===== config.mk =====
export PLATFORM = sky130hd
export DESIGN_NAME = prio_encoder_seq
export DESIGN_NICKNAME = d
export VERILOG_FILES = /design/src/rtl/prio_encoder_seq.sv
export SDC_FILE = /design/constraint.sdc
export NUM_CORES = 1
export LEC_CHECK = 0
export ABC_AREA = 1
export CAP_MARGIN = 15
export CELL_PAD_IN_SITES_DETAIL_PLACEMENT = 0
export CELL_PAD_IN_SITES_GLOBAL_PLACEMENT = 1
export CORE_AREA = 2 2 39 41
export DETAILED_ROUTE_END_ITERATION = 12
export DIE_AREA = 0 0 41 43
export DONT_BUFFER_PORTS = 1
export GPL_TIMING_DRIVEN = 0
export PLACE_DENSITY = 0.47
export SLEW_MARGIN = 5
export SYNTH_ARGS = -nofsm -noshare
export SYNTH_HDL_FRONTEND = slang
export SYNTH_SLANG_ARGS = --single-unit

===== constraint.sdc =====
create_clock -name clk -period 1.3 [get_ports clk]
set_input_delay 0.26 -clock clk [delete_from_list [all_inputs] [get_ports clk]]
set_output_delay 0.26 -clock clk [all_outputs]
set_load 0.02 [all_outputs]

===== src/rtl/prio_encoder_seq.sv =====
// One-deep registered priority encoder with valid/ready handshakes on both sides.
// Optional multi-hot flag on port err, enabled by defining ONEHOT_CHECK_EN.
module prio_encoder_seq #(
  parameter int unsigned N  = 4,
  parameter int unsigned IW = $clog2(N)
) (
  input  logic          clk,
  input  logic          rst_n,
  input  logic [0:N-1]  w,
  input  logic          in_valid,
  output logic          in_ready,
  output logic [IW-1:0] idx,
  output logic          none,
  output logic          out_valid,
`ifdef ONEHOT_CHECK_EN
  output logic          err,
`endif
  input  logic          out_ready
);

  typedef enum logic {EMPTY = 1'b0, FULL = 1'b1} state_e;

  state_e        state_q, state_d;
  logic [IW-1:0] idx_q, idx_d, enc_idx;
  logic          none_q, none_d, enc_none;
  logic          in_xfer, out_xfer;

  // Lowest set request wins; scanning downward lets lower indices overwrite.
  always_comb begin
    enc_idx  = '0;
    enc_none = 1'b1;
    for (int i = N - 1; i >= 0; i--) begin
      if (w[i]) begin
        enc_idx  = IW'(i);
        enc_none = 1'b0;
      end
    end
  end

  assign in_ready  = (state_q == EMPTY) || out_ready;
  assign out_valid = (state_q == FULL);
  assign in_xfer   = in_valid && in_ready;
  assign out_xfer  = out_valid && out_ready;
  assign idx       = idx_q;
  assign none      = none_q;

  // Next state and result capture; a simultaneous in/out transfer refills without a bubble.
  always_comb begin
    state_d = state_q;
    idx_d   = idx_q;
    none_d  = none_q;
    case (state_q)
      EMPTY: if (in_xfer) state_d = FULL;
      FULL:  if (out_xfer && !in_xfer) state_d = EMPTY;
      default: state_d = EMPTY;
    endcase
    if (in_xfer) begin
      idx_d  = enc_idx;
      none_d = enc_none;
    end
  end

  always_ff @(posedge clk or negedge rst_n) begin
    if (!rst_n) begin
      state_q <= EMPTY;
      idx_q   <= '0;
      none_q  <= 1'b0;
    end else begin
      state_q <= state_d;
      idx_q   <= idx_d;
      none_q  <= none_d;
    end
  end

`ifdef ONEHOT_CHECK_EN
  logic multi_hot, seen_bit;
  logic err_q, err_d;

  // Flags two or more asserted request lines.
  always_comb begin
    multi_hot = 1'b0;
    seen_bit  = 1'b0;
    for (int i = 0; i < N; i++) begin
      if (w[i]) begin
        if (seen_bit) multi_hot = 1'b1;
        seen_bit = 1'b1;
      end
    end
  end

  always_comb begin
    err_d = err_q;
    if (in_xfer) err_d = multi_hot;
  end

  always_ff @(posedge clk or negedge rst_n) begin
    if (!rst_n) err_q <= 1'b0;
    else        err_q <= err_d;
  end

  assign err = err_q;
`endif

endmodule


==> flow_summary.json <==
{
  "worst_r2r_startpoint": "out_valid$_DFF_PN0_",
  "wire_length_per_cell_after_detailed_routing_um": 8.83,
  "drt_wl_total_um": 415,
  "r2r_setup_slack_ps": 270,
  "post-cts-setup-buffers": 0,
  "detailedPlace.worstSlack_ps": 268,
  "die_width_um": 41,
  "crit_path_buf_inv_count": 0,
  "grt_use_total_pct": 5.42,
  "worst_clock_skew_ps": 4.27,
  "hp-class": "in -> reg",
  "gr-max-usage-layer": "met1",
  "syn-cell-area_um2": 194,
  "crit-reg2reg-capture": "none$_DFFE_PN0P_",
  "synth_nets": 35,
  "antenna_cells_inserted": 0,
  "top_cells_by_area_in_the_synthesized_netlist": "dfrtp_1, nand2_1, inv_1",
  "max_cap_violations": 0,
  "report.final.hold_viol_count": 0,
  "dr.pass1.iters": 4,
  "ios": 13,
  "hpwlAfterDp_um": 366,
  "final.setup.tns_ps": 0,
  "globalRouteMet3Util_pct": 1.57,
  "die_y_um": 43,
  "share_of_the_core_filled_with_cells_in_the_final_layout_pct": 17.8,
  "critical_path.max_stage_delay_ps": 460,
  "worstPathArrival_ps": 890,
  "cts_inserted_buffers": 3,
  "timing.slew.headroom_pct": 82.5,
  "critical_path_required_ps": 1040,
  "seq_area_frac_synth_pct": 51.6,
  "initialDrtViolationCount": 9,
  "synth.yosys.warnings": 0,
  "power.density_cell_area_mw_per_mm2": 1380,
  "vias_in_the_first_global_route": 158,
  "postSynthAreaPerCell_um2": 7.18,
  "global_route_wire_length_before_repair_um": 600,
  "critical_path.startpoint_type": "register",
  "place.port_buffers": 0,
  "filler_cell_count": 156,
  "globalRouteMet2Util_pct": 6.25,
  "floorplan.initialDensity_pct": 14.0,
  "grt_remaining_overflow": 0,
  "post-synth-top-area-fraction_pct": 51.6,
  "synthesis.instances": 27,
  "drt.antenna.violating_nets": 0,
  "final_cell_area_um2": 246,
  "crit_start": "out_valid$_DFF_PN0_",
  "cp_slowest_cell": "dfrtp_1",
  "grt_antenna_before_repair": 0,
  "cts.reportedPaths.clkPinSlew_ps": 40,
  "place_congestion": 0.607,
  "crit_fanout": 3,
  "synth.ff_latch_count": 4,
  "grt_max_degree": 5,
  "detail_route.vias_per_cell": 3.66,
  "row_count": 14,
  "path_depth": 1,
  "leakage_nw": 0.136,
  "drc": 0,
  "placeableCoreArea_mm2": 0.00138,
  "detailed_place.area_um2": 214,
  "share_of_the_clock_period_used_by_the_worst_path_pct": 88.1,
  "worst_path_cell_chain": "nand2_2",
  "detailroute.via_count": 172,
  "ys_types": 8,
  "setup.worst_path.end": "in_ready",
  "fmax_achieved_mhz": 873,
  "setup_slack_ps": 155,
  "total_number_of_clock_tree_sinks": 4,
  "r2r_cells": 4,
  "irDropWorstVdd_uv": 236,
  "h-tree-depth": 1,
  "most-common-layout-cells": "nand2_1, inv_1, dfrtp_1",
  "hold_ws_ps": 141,
  "clock_tree.root_cell": "clkbuf_4",
  "clockBufferDepth": 2,
  "final_max_slew_viol_count": 0,
  "placed_cells": 43,
  "layout-area-overhead-vs-synth_pct": 27.1,
  "rsz0062_at_grt": "no",
  "clock_latency_ps": 230,
  "cts_hold_repair.buffers": 1,
  "period_needed_ps": 1150,
  "type_of_element_capturing_the_critical_path": "output port",
  "post-layout-total-power_mw": 0.340,
  "path_delay_family": "flip-flops",
  "tightest_slew_ps": 262,
  "grt.met1_usage_pct": 7.07,
  "stdcell_count": 47,
  "fp.dieArea_mm2": 0.00176,
  "final_layout_size_suffix_gt1_share_pct": 12.9,
  "outcome": "complete, no violations",
  "most_common_library_cell_in_the_layout_ignoring_fill_and_taps": "nand2_1",
  "yosysTopAreaCell": "dfrtp_1",
  "layout.nets": 41,
  "worstSetupPathType": "reg -> out",
  "tritoncts": "built",
  "timing.final.setup_violations": 0,
  "cts.repair.resized": 0
}
layout make-up:
type	count	area [um2]	share of cell area, %
repair buffers	1	10.0	4.06
clock buffers	3	22.5	9.14
well taps	16	20.0	8.12
flip-flops and latches	4	100	40.6
multi-input cells	18	75.1	30.5
inverters	5	18.8	7.61
kinds of logic after synthesis:
group,share of synthesized area [%]
buf+inv,9.68
simple gates,33.6
flops,51.6
compound gates,5.16
how the worst min path moves through the flow:
stage / start / end / cells after the start / slack [ps]
detailed placement: rst_n / out_valid$_DFF_PN0_ / 0 / -40
floorplan: rst_n / idx[0]$_DFFE_PN0P_ / 0 / -40
global route: in_valid / out_valid$_DFF_PN0_ / 2 / 150
finish: in_valid / out_valid$_DFF_PN0_ / 2 / 140
CTS: in_valid / out_valid$_DFF_PN0_ / 2 / 140
global placement: rst_n / out_valid$_DFF_PN0_ / 0 / -40
power by group:
group          leakage (nW)  switching [mW]  total (mW)  internal (mW)
Clock                0.0138          0.0480       0.151          0.103
Combinational        0.0713          0.0202      0.0320         0.0117
Sequential           0.0506          0.0217       0.157          0.136
flip-flops by register name (all words and copies together) (netlist names):
register,count
none,1
idx,2
out_valid,1
synthesized netlist by cell type:
cell and number:
o21ai_1 1, nand2_2 1, dfrtp_1 4, nor2_1 3
inv_1 5, nand3_1 2, nand2_1 10, a21oi_1 1
layer usage:
layer	share of wire, %	vias to the layer above
li1	-	88
met1	44	70
met2	37	12
met3	15	2
met4	4.1	0
met5	0	-
No activity file was read; power rests on OpenSTA's default activity.
